$ cat config.mk
export PLATFORM = sky130hd
export DESIGN_NAME = multicycle_ctrl_fsm_flat
export DESIGN_NICKNAME = d
export VERILOG_FILES = /design/src/rtl/multicycle_ctrl_fsm_pkg.sv /design/src/rtl/multicycle_ctrl_fsm_if.sv /design/src/rtl/multicycle_ctrl_fsm_outdec.sv /design/src/rtl/multicycle_ctrl_fsm.sv /design/src/flat_wrapper.sv
export SDC_FILE = /design/constraint.sdc
export NUM_CORES = 1
export LEC_CHECK = 0
export CAP_MARGIN = 20
export CORE_AREA = 8 8 46 48
export CTS_CLUSTER_SIZE = 25
export DETAILED_ROUTE_END_ITERATION = 16
export DIE_AREA = 0 0 54 56
export PLACE_DENSITY = 0.79
export REMOVE_ABC_BUFFERS = 1
export SLEW_MARGIN = 20
export SYNTH_ARGS = -nofsm -noshare
export SYNTH_HDL_FRONTEND = slang
export SYNTH_SLANG_ARGS = --single-unit
$ cat constraint.sdc
create_clock -name clk -period 3 [get_ports clk]
set_clock_uncertainty 0.1 [all_clocks]
set_input_delay 0.45 -clock clk [delete_from_list [all_inputs] [get_ports clk]]
set_output_delay 0.45 -clock clk [all_outputs]
set_load 0.005 [all_outputs]
$ cat src/rtl/multicycle_ctrl_fsm_pkg.sv
// Shared definitions for the multicycle ARM control FSM: state encoding,
// datapath select codes, op classes and the packed control-output bundle.
package multicycle_ctrl_fsm_pkg;

    typedef enum logic [3:0] {
        StFetch    = 4'd0,
        StDecode   = 4'd1,
        StMemAdr   = 4'd2,
        StMemRead  = 4'd3,
        StMemWb    = 4'd4,
        StMemWrite = 4'd5,
        StExecR    = 4'd6,
        StExecI    = 4'd7,
        StAluWb    = 4'd8,
        StAluWb2   = 4'd9,
        StBranch   = 4'd10
    } state_e;

    // ALU A operand select
    localparam logic [1:0] SrcARn      = 2'b00;
    localparam logic [1:0] SrcAPc      = 2'b01;
    // ALU B operand select
    localparam logic [1:0] SrcBRm      = 2'b00;
    localparam logic [1:0] SrcBImm     = 2'b01;
    localparam logic [1:0] SrcBFour    = 2'b10;
    // Result bus select
    localparam logic [1:0] ResAluOut   = 2'b00;
    localparam logic [1:0] ResReadData = 2'b01;
    localparam logic [1:0] ResAlu      = 2'b10;
    // Instruction op classes, Instr[27:26]
    localparam logic [1:0] OpDp        = 2'b00;
    localparam logic [1:0] OpMem       = 2'b01;
    localparam logic [1:0] OpBr        = 2'b10;
    localparam logic [1:0] OpMul       = 2'b11;

    typedef struct packed {
        logic       ir_write;
        logic       next_pc;
        logic       adr_src;
        logic [1:0] alu_src_a;
        logic [1:0] alu_src_b;
        logic       alu_op;
        logic [1:0] result_src;
        logic       reg_w;
        logic       write_hi;
        logic       mem_w;
        logic       branch;
        logic       instr_done;
    } ctrl_out_t;

    // A memory access completes this cycle; with waits disabled it always does.
    function automatic logic mem_done(input logic ready, input logic wait_en);
        return ready | ~wait_en;
    endfunction

endpackage

$ cat src/rtl/multicycle_ctrl_fsm_if.sv
// Decoder/datapath-facing bundle of the control FSM. The master side supplies
// decoded instruction fields and memory status; the slave (the FSM) returns
// enables and mux selects.
interface multicycle_ctrl_fsm_if;

    logic [1:0] op;
    logic [5:0] funct;
    logic       cond_ex;
    logic       is_long;
    logic       no_write;
    logic       mem_ready;

    logic       ir_write;
    logic       next_pc;
    logic       adr_src;
    logic [1:0] alu_src_a;
    logic [1:0] alu_src_b;
    logic       alu_op;
    logic [1:0] result_src;
    logic       reg_w;
    logic       write_hi;
    logic       mem_w;
    logic       branch;
    logic       instr_done;

    modport master (
        output op, funct, cond_ex, is_long, no_write, mem_ready,
        input  ir_write, next_pc, adr_src, alu_src_a, alu_src_b, alu_op,
               result_src, reg_w, write_hi, mem_w, branch, instr_done
    );

    modport slave (
        input  op, funct, cond_ex, is_long, no_write, mem_ready,
        output ir_write, next_pc, adr_src, alu_src_a, alu_src_b, alu_op,
               result_src, reg_w, write_hi, mem_w, branch, instr_done
    );

endinterface

$ cat src/rtl/multicycle_ctrl_fsm_outdec.sv
// Combinational output decoder: maps the current state (plus the few status
// inputs that gate single-cycle pulses) onto the control-output bundle.
module multicycle_ctrl_fsm_outdec
    import multicycle_ctrl_fsm_pkg::*;
#(
    parameter bit MemWaitEn = 1'b1
) (
    input  state_e    state_i,
    input  logic      mem_ready_i,
    input  logic      cond_ex_i,
    input  logic      is_long_i,
    input  logic      no_write_i,
    output ctrl_out_t out_o
);

    logic ready;

    // Per-state output decode; anything not named in a state stays 0.
    always_comb begin
        out_o = '0;
        ready = mem_done(mem_ready_i, MemWaitEn);
        unique case (state_i)
            StFetch: begin
                out_o.alu_src_a  = SrcAPc;
                out_o.alu_src_b  = SrcBFour;
                out_o.result_src = ResAlu;
                out_o.ir_write   = ready;
                out_o.next_pc    = ready;
            end
            StDecode: begin
                out_o.alu_src_a  = SrcAPc;
                out_o.alu_src_b  = SrcBFour;
                out_o.result_src = ResAlu;
                out_o.instr_done = ~cond_ex_i;
            end
            StMemAdr: begin
                out_o.alu_src_a = SrcARn;
                out_o.alu_src_b = SrcBImm;
            end
            StMemRead: begin
                out_o.adr_src    = 1'b1;
                out_o.result_src = ResAluOut;
            end
            StMemWb: begin
                out_o.result_src = ResReadData;
                out_o.reg_w      = 1'b1;
                out_o.instr_done = 1'b1;
            end
            StMemWrite: begin
                out_o.adr_src    = 1'b1;
                out_o.result_src = ResAluOut;
                // Write strobe only in the completing cycle so a stalled store
                // is committed exactly once.
                out_o.mem_w      = ready;
                out_o.instr_done = ready;
            end
            StExecR: begin
                out_o.alu_src_a = SrcARn;
                out_o.alu_src_b = SrcBRm;
                out_o.alu_op    = 1'b1;
            end
            StExecI: begin
                out_o.alu_src_a = SrcARn;
                out_o.alu_src_b = SrcBImm;
                out_o.alu_op    = 1'b1;
            end
            StAluWb: begin
                out_o.result_src = ResAluOut;
                out_o.reg_w      = ~no_write_i;
                out_o.instr_done = ~is_long_i;
            end
            StAluWb2: begin
                out_o.result_src = ResAluOut;
                out_o.reg_w      = 1'b1;
                out_o.write_hi   = 1'b1;
                out_o.instr_done = 1'b1;
            end
            StBranch: begin
                out_o.alu_src_a  = SrcARn;
                out_o.alu_src_b  = SrcBImm;
                out_o.result_src = ResAlu;
                out_o.branch     = 1'b1;
                out_o.instr_done = 1'b1;
            end
            default: out_o = '0;
        endcase
    end

endmodule

$ cat src/rtl/multicycle_ctrl_fsm.sv
// Main sequencing FSM of the multicycle ARM core: holds the state register
// and next-state logic, and gates the output decoder's enables during reset.
module multicycle_ctrl_fsm
    import multicycle_ctrl_fsm_pkg::*;
#(
    parameter bit MemWaitEn = 1'b1
) (
    input logic                   clk,
    input logic                   reset,
    multicycle_ctrl_fsm_if.slave  ctrl_if
);

    state_e    state_q, state_d;
    logic      ready;
    ctrl_out_t dec_out;
    ctrl_out_t ctrl_out;

    // State register; reset abandons any in-flight instruction.
    always_ff @(posedge clk or posedge reset) begin
        if (reset) begin
            state_q <= StFetch;
        end else begin
            state_q <= state_d;
        end
    end

    // Next-state sequencing.
    always_comb begin
        state_d = state_q;
        ready   = mem_done(ctrl_if.mem_ready, MemWaitEn);
        unique case (state_q)
            StFetch: begin
                if (ready) state_d = StDecode;
            end
            StDecode: begin
                if (!ctrl_if.cond_ex) begin
                    state_d = StFetch;
                end else begin
                    case (ctrl_if.op)
                        OpMem:   state_d = StMemAdr;
                        OpBr:    state_d = StBranch;
                        OpDp:    state_d = ctrl_if.funct[5] ? StExecI : StExecR;
                        OpMul:   state_d = StExecR;
                        default: state_d = StFetch;
                    endcase
                end
            end
            StMemAdr:   state_d = ctrl_if.funct[0] ? StMemRead : StMemWrite;
            StMemRead: begin
                if (ready) state_d = StMemWb;
            end
            StMemWb:    state_d = StFetch;
            StMemWrite: begin
                if (ready) state_d = StFetch;
            end
            StExecR:    state_d = StAluWb;
            StExecI:    state_d = StAluWb;
            StAluWb:    state_d = ctrl_if.is_long ? StAluWb2 : StFetch;
            StAluWb2:   state_d = StFetch;
            StBranch:   state_d = StFetch;
            default:    state_d = StFetch;
        endcase
    end

    multicycle_ctrl_fsm_outdec #(
        .MemWaitEn (MemWaitEn)
    ) u_outdec (
        .state_i     (state_q),
        .mem_ready_i (ctrl_if.mem_ready),
        .cond_ex_i   (ctrl_if.cond_ex),
        .is_long_i   (ctrl_if.is_long),
        .no_write_i  (ctrl_if.no_write),
        .out_o       (dec_out)
    );

    // Suppress all side-effecting enables while reset is held.
    always_comb begin
        ctrl_out = dec_out;
        if (reset) begin
            ctrl_out.ir_write   = 1'b0;
            ctrl_out.next_pc    = 1'b0;
            ctrl_out.reg_w      = 1'b0;
            ctrl_out.mem_w      = 1'b0;
            ctrl_out.branch     = 1'b0;
            ctrl_out.instr_done = 1'b0;
        end
    end

    assign ctrl_if.ir_write   = ctrl_out.ir_write;
    assign ctrl_if.next_pc    = ctrl_out.next_pc;
    assign ctrl_if.adr_src    = ctrl_out.adr_src;
    assign ctrl_if.alu_src_a  = ctrl_out.alu_src_a;
    assign ctrl_if.alu_src_b  = ctrl_out.alu_src_b;
    assign ctrl_if.alu_op     = ctrl_out.alu_op;
    assign ctrl_if.result_src = ctrl_out.result_src;
    assign ctrl_if.reg_w      = ctrl_out.reg_w;
    assign ctrl_if.write_hi   = ctrl_out.write_hi;
    assign ctrl_if.mem_w      = ctrl_out.mem_w;
    assign ctrl_if.branch     = ctrl_out.branch;
    assign ctrl_if.instr_done = ctrl_out.instr_done;

endmodule

$ cat src/flat_wrapper.sv
// flat-port wrapper written by rule: the top's interface ports become plain ports
module multicycle_ctrl_fsm_flat import multicycle_ctrl_fsm_pkg::*;
#(
    parameter bit MemWaitEn = 1'b1
)
  (clk, reset, ctrl_if_op, ctrl_if_funct, ctrl_if_cond_ex, ctrl_if_is_long, ctrl_if_no_write, ctrl_if_mem_ready, ctrl_if_ir_write, ctrl_if_next_pc, ctrl_if_adr_src, ctrl_if_alu_src_a, ctrl_if_alu_src_b, ctrl_if_alu_op, ctrl_if_result_src, ctrl_if_reg_w, ctrl_if_write_hi, ctrl_if_mem_w, ctrl_if_branch, ctrl_if_instr_done);
  multicycle_ctrl_fsm_if ctrl_if_i ();
  input logic clk;
  input logic reset;
  input wire logic [$bits(ctrl_if_i.op)-1:0] ctrl_if_op;
  input wire logic [$bits(ctrl_if_i.funct)-1:0] ctrl_if_funct;
  input wire logic [$bits(ctrl_if_i.cond_ex)-1:0] ctrl_if_cond_ex;
  input wire logic [$bits(ctrl_if_i.is_long)-1:0] ctrl_if_is_long;
  input wire logic [$bits(ctrl_if_i.no_write)-1:0] ctrl_if_no_write;
  input wire logic [$bits(ctrl_if_i.mem_ready)-1:0] ctrl_if_mem_ready;
  output wire logic [$bits(ctrl_if_i.ir_write)-1:0] ctrl_if_ir_write;
  output wire logic [$bits(ctrl_if_i.next_pc)-1:0] ctrl_if_next_pc;
  output wire logic [$bits(ctrl_if_i.adr_src)-1:0] ctrl_if_adr_src;
  output wire logic [$bits(ctrl_if_i.alu_src_a)-1:0] ctrl_if_alu_src_a;
  output wire logic [$bits(ctrl_if_i.alu_src_b)-1:0] ctrl_if_alu_src_b;
  output wire logic [$bits(ctrl_if_i.alu_op)-1:0] ctrl_if_alu_op;
  output wire logic [$bits(ctrl_if_i.result_src)-1:0] ctrl_if_result_src;
  output wire logic [$bits(ctrl_if_i.reg_w)-1:0] ctrl_if_reg_w;
  output wire logic [$bits(ctrl_if_i.write_hi)-1:0] ctrl_if_write_hi;
  output wire logic [$bits(ctrl_if_i.mem_w)-1:0] ctrl_if_mem_w;
  output wire logic [$bits(ctrl_if_i.branch)-1:0] ctrl_if_branch;
  output wire logic [$bits(ctrl_if_i.instr_done)-1:0] ctrl_if_instr_done;
  assign ctrl_if_i.op = ctrl_if_op;
  assign ctrl_if_i.funct = ctrl_if_funct;
  assign ctrl_if_i.cond_ex = ctrl_if_cond_ex;
  assign ctrl_if_i.is_long = ctrl_if_is_long;
  assign ctrl_if_i.no_write = ctrl_if_no_write;
  assign ctrl_if_i.mem_ready = ctrl_if_mem_ready;
  assign ctrl_if_ir_write = ctrl_if_i.ir_write;
  assign ctrl_if_next_pc = ctrl_if_i.next_pc;
  assign ctrl_if_adr_src = ctrl_if_i.adr_src;
  assign ctrl_if_alu_src_a = ctrl_if_i.alu_src_a;
  assign ctrl_if_alu_src_b = ctrl_if_i.alu_src_b;
  assign ctrl_if_alu_op = ctrl_if_i.alu_op;
  assign ctrl_if_result_src = ctrl_if_i.result_src;
  assign ctrl_if_reg_w = ctrl_if_i.reg_w;
  assign ctrl_if_write_hi = ctrl_if_i.write_hi;
  assign ctrl_if_mem_w = ctrl_if_i.mem_w;
  assign ctrl_if_branch = ctrl_if_i.branch;
  assign ctrl_if_instr_done = ctrl_if_i.instr_done;
  multicycle_ctrl_fsm #(.MemWaitEn(MemWaitEn)) u_core (.clk(clk), .reset(reset), .ctrl_if(ctrl_if_i));
endmodule
Yosys cells after proc, flatten, opt, wreduce, memory -nomap -nowiden --
Cells that the tools add are included.
Word-level totals: flip-flop bits (word level) 4, bits in latches 0, bits in writable memories 0, memory bits (read-only) 0, input bits 14, output and inout bits 15, logic and storage cells 52, memories 0
Cells by class: add/subtract/negate cells 0, multiply operators 0, div/mod/pow operators 0, order comparisons 0, eq/ne operators 16, shifts and indexed selects 0, mux-type cells 22, bitwise logic cells 3, reduce and logical (&&, ||, !) cells 10
Operators by type and width (number):
- one-hot mux 4 bit (7 select lines) | 1
- 2-to-1 mux 4 bit | 5
- equality test 4 x 3 -> 1 bit, second input constant | 4
- one-hot mux 4 bit (4 select lines) | 1
- equality test 4 bit, second input constant | 3
- OR reduction 3 bit | 3
- equality test 4 x 2 -> 1 bit, second input constant | 2
- OR reduction 2 bit | 4
- 2-to-1 mux 1 bit | 7
- 2-to-1 mux 3 bit | 2
- inequality test 2 bit, second input constant | 3
- one-hot mux 3 bit (2 select lines) | 1
- equality test 2 bit, second input constant | 2
- equality test 4 x 1 -> 1 bit, second input constant | 1
- logical NOT 4 bit | 1
- 2-to-1 mux 2 bit | 2
- one-hot mux 1 bit (4 select lines) | 1
- one-hot mux 2 bit (2 select lines) | 1
- inverter 1 bit | 3
- AND reduction 3 bit | 1
- equality test 2 x 1 -> 1 bit, second input constant | 1
- logical NOT 2 bit | 1
- one-hot mux 1 bit (2 select lines) | 1

Depth between registers and ports, before layout --
word-level depth 4, mapped depth 5, gate-level depth less buffers 5

Modules after synthesis --
Synthesis repeated with hierarchy kept, for this count alone.
Second synthesis, totals: cells, all modules 85, area, all modules 639.4 um2
Modules (own cells, without submodules):
- multicycle_ctrl_fsm | times used 1, cells each 50, area an instance 429.2 um2, seq. area each 100.1 um2
- multicycle_ctrl_fsm_outdec | times used 1, cells each 35, area an instance 210.2 um2, seq. area each 0.0 um2

Least setup slack after synthesis --
No wires, ideal clock.
path type reg-to-output, start register u_core.state_q[3], end output port ctrl_if_next_pc, arrival 1.083 ns, data required time 2.450 ns, slack 1.367 ns, cell stages (with the launch flop) 5, path buffers 2, cells stage by stage dfrtp_1 > buf_2 > nor2_1 > and4_1 > buf_4
On the way: longest elaborated chain between the ends 3
RTL lines:
- from (decl) | RTL line multicycle_ctrl_fsm.sv:13 | state_e state_q, state_d;
- from (signal assigned) | RTL line multicycle_ctrl_fsm.sv:21 | state_q <= StFetch;
- from (signal assigned) | RTL line multicycle_ctrl_fsm.sv:23 | state_q <= state_d;
- logical NOT 4 bit | RTL line multicycle_ctrl_fsm_outdec.sv:22 | unique case (state_i)
- 2-to-1 mux 2 bit | RTL line multicycle_ctrl_fsm_outdec.sv:22
- 2-to-1 mux 2 bit | RTL line multicycle_ctrl_fsm.sv:79 | if (reset) begin
- to (decl) | RTL line flat_wrapper.sv:17 | output wire logic [$bits(ctrl_if_i.next_pc)-1:0] ctrl_if_next_pc;
Every way passes these cells.

Worst setup path in the final report --
start register u_core.state_q[3], end output port ctrl_if_reg_w
On the way: longest elaborated chain between the ends 4, elaborated cells on any way between the ends 6, those cells by class eq/ne: 3; mux: 2; reduce/logical: 1
RTL lines:
- equality test 4 bit / equality test 4 x 3 -> 1 bit (equally long branches) | RTL line multicycle_ctrl_fsm_outdec.sv:22
- OR reduction 2 bit (no source line)
- one-hot mux 1 bit (2 select lines) (*) | RTL line multicycle_ctrl_fsm_outdec.sv:22
- 2-to-1 mux 1 bit (*) | RTL line multicycle_ctrl_fsm.sv:79
- to (decl) | RTL line flat_wrapper.sv:23 | output wire logic [$bits(ctrl_if_i.reg_w)-1:0] ctrl_if_reg_w;
Mark *: on every way between the ends. The rest lies on a longest branch, timed or not.

==> impl_summary.log <==
INFO  metric synthDominantAreaCellType = dfrtp_1
INFO  metric finalInstanceArea = around 770 µm²
INFO  metric timing.critical_path.arrival = 2.09 ns
INFO  metric sequential_to_total_area_share_from_yosys_stat = roughly a fifth
INFO  metric finalMaxSlewViolations = 0
INFO  metric holdBufCountCts = 0
INFO  metric synth_cell_type_count = 35
INFO  metric launch_point_of_the_worst_reg_to_reg_path = u_core.state_q[3]$_DFFE_PP0P_
INFO  metric dieHeight = ~56 µm
INFO  metric grt_antenna_before_repair = 0
INFO  metric cts_buffer_depth = 2
INFO  metric first_iter_violations = 26
INFO  metric layout.cells.non_filler = around 110
INFO  metric worstMarginPinSlew = approximately 0.54 ns
INFO  metric via_count_of_the_first_global_routing_pass = around 550
INFO  metric postPlaceCellArea = between 700 and 800 µm²
INFO  metric grt_setup_unrepaired = false
INFO  metric slew_headroom = 64.0%
INFO  metric final-setup-viol-count = 0
INFO  metric antenna_cells = 0
INFO  metric max_stage_delay = 0.67 ns
INFO  metric post_cts_resized = 0
INFO  metric r2r-end = u_core.state_q[2]$_DFFE_PP0P_
INFO  metric total_wirelength = 1510 µm
INFO  metric largest_register_ffs = 4
INFO  metric power_leakage = between 0.3 and 0.4 nW
INFO  metric post-synth-top-area-fraction = between 10% and 20%
INFO  metric initial_cell_density_of_the_core = between 30 and 40%
INFO  metric rows = 14
INFO  metric portBuffers = 23
INFO  metric status = complete, no violations
INFO  metric clk_transition_reported_paths = around 0.04 ns
INFO  metric reg_with_most_ffs = u_core.state_q
INFO  metric synthTopCellsByCount = 6 x inv_1, 6 x nand2_1, 6 x nor2_1
INFO  metric crit_path_top_delay_cell = dfrtp_1
INFO  metric worstPathRequired = around 2.5 ns
INFO  metric final_critical_path_time_including_i_o_delays_and_setup = 2.64 ns
INFO  metric netlist_instances = 72
INFO  metric grt_start_max_net_pins = 16
INFO  metric timing.critical_path.fanout_max = 15
INFO  metric hpwl = 1160 µm
INFO  metric top_area_cells_in_the_synthesized_netlist = dfrtp_1 19%, a2111oi_2 5.6%, buf_4 5.6%
INFO  metric setup_total_negative_slack = 0 ns
INFO  metric critical_path.cell_chain = inv_2, a211o_1, a211oi_1, clkdlybuf4s50_1
INFO  metric final_hold_viol_count = 0
INFO  metric critical_path_class = flip-flop to output pin
INFO  metric synth.avg_cell_area = ~7.5 µm²
INFO  metric ir_worst_vdd = 0.000532 V
INFO  metric ys.flop_type = dfrtp_1
INFO  metric timing.max_cap.violations = 0
INFO  metric worstSetupStartpoint = u_core.state_q[3]$_DFFE_PP0P_
INFO  metric r2r_slack = 1.25 ns
INFO  metric routed-via-count = a little under 600
INFO  metric synth_compound_gate_area_share = a little over a quarter
INFO  metric synth-xor-area-share = 0%
INFO  metric grt.total_usage = about 11%
INFO  metric design.final.nets = about 110
INFO  metric worst_hold_slack = between 0.4 and 0.5 ns
INFO  metric dpl.cell_count = between 100 and 150
INFO  metric critPathCaptureType = output pin
INFO  metric cts_tree = done
INFO  metric numCtsBuffers = 3
INFO  metric final_layout_size_suffix_gt1_share = between 10% and 20%
INFO  metric die-area = between 3000 and 4000 µm²
INFO  metric synth_edf_count = 0
INFO  metric dr.pass1.iters = 4
INFO  metric synth_fa_ha_area_share = around 4.7%
INFO  metric worst_hold_path_type = input port to async pin
INFO  metric tritoncts_num_sinks = 4
INFO  metric timing.reg2reg.worst_path_depth = 4
INFO  metric floorplan.die.width = ~54 µm
INFO  metric fmaxAchievable = around 380 MHz
INFO  metric synth_simple_gate_area_share = 34.7%
INFO  metric detail_route.drc_violations = 0
INFO  metric synth.yosys.warnings = 0
INFO  metric synth-seq-cells = 4
INFO  metric clock_latency_on_the_worst_skew_pair = about 0.24 ns
INFO  metric design.portCount = 29
INFO  metric via_per_inst = 5.53
INFO  metric yosys-mux-area-fraction = 0%
INFO  metric cts_htree_levels = 1
INFO  metric post_dr_wirelength_cell = 14.1 µm
INFO  metric largest_family_of_logic_cells_by_synthesized_area = simple AND/OR/NAND/NOR gates
INFO  metric synth_area = ~540 µm²
INFO  metric postCtsSetupRepairBufs = 0
INFO  metric synth-async-reset-ratio = between 90% and 100%
INFO  metric grt_pass1_wl = 2480 µm
INFO  metric startpoint_class = flip-flop
INFO  metric min_period_over_period = about nine tenths
INFO  metric power-per-cell-area = roughly 900 nW/µm²
INFO  metric overflow = 0
INFO  metric place_congestion = around 0.84
INFO  metric core_area = 1440 µm²
INFO  metric ant_nets = 0
INFO  metric syn_to_final_growth = 42.3%
INFO  metric top_regs = u_core.state_q: 4 flops
INFO  metric endpoint = ctrl_if_reg_w
INFO  metric ctsRootBufferMaster = clkbuf_4
==> worst min-delay path by stage <==
stage / end / depth (start not counted) / slack [ns]
6_report: u_core.state_q[0]$_DFFE_PP0P_ / 2 / 0.43
5_1_grt: u_core.state_q[0]$_DFFE_PP0P_ / 2 / 0.45
4_1_cts: u_core.state_q[0]$_DFFE_PP0P_ / 2 / 0.41
3_5_place_dp: u_core.state_q[1]$_DFFE_PP0P_ / 1 / 0.64
3_3_place_gp: u_core.state_q[1]$_DFFE_PP0P_ / 1 / 0.64
2_1_floorplan: u_core.state_q[0]$_DFFE_PP0P_ / 1 / 0.13
==> routing by layer <==
layer | GRT usage [%] | share of wire, % | vias up
met5 | 0 | 0 | -
met4 | 7.39 | 2.4 | 0
met3 | 4.01 | 7.0 | 5
met2 | 16.4 | 50 | 21
met1 | 11.8 | 41 | 271
li1 | - | - | 295
==> layout make-up <==
cell class | count | area, µm²
inverter | 8 | 30.0
clock buffer | 3 | 22.5
sequential | 4 | 100
timing repair buffer | 23 | 230
multi-input combinational | 53 | 363
fill | 153 | 671
tap | 16 | 20.0
==> worst max-delay path, delay by kind of cell, from the launching register on <==
family | cells | cell delay, ns
AO/OA/AOI/OAI | 2 | 0.53
buffers and inverters | 2 | 0.65
flip-flops | 1 | 0.67
==> power breakdown <==
| part | switching (mW) | internal, mW | total [mW] |
|---|---|---|---|
| clock network | 0.0243 | 0.0449 | 0.0691 |
| logic | 0.191 | 0.262 | 0.452 |
| registers | 0.0890 | 0.0772 | 0.166 |
| total | 0.304 | 0.384 | 0.688 |
==> per-stage QoR <==
stage	utilization (%)	total power [mW]	worst slack, ns
after CTS	53.3	0.695	0.330
after global routing	53.3	0.747	0.225
final	53.3	0.688	0.356
after detailed placement	51.7	0.619	0.486
after floorplan	-	0.402	1.27
after global placement	51.7	0.616	0.488
==> logic make-up after synthesis <==
| group | count (synthesis) |
|---|---|
| other cells | 1 |
| fa+ha+maj | 2 |
| simple gates | 31 |
| buf+inv | 15 |
| flops | 4 |
| compound gates | 19 |
==> placed cells by master (no fill, tap or decap), types with 3 or more instances in the layout <==
| cell type | n |
|---|---|
| clkdlybuf4s50_1 | 23 |
| inv_1 | 6 |
| nand2_1 | 6 |
| nor2_1 | 6 |
| a21oi_1 | 4 |
| dfrtp_1 | 4 |
| o21ai_0 | 3 |
| clkbuf_4 | 3 |
(Power assumes the default switching activity.)
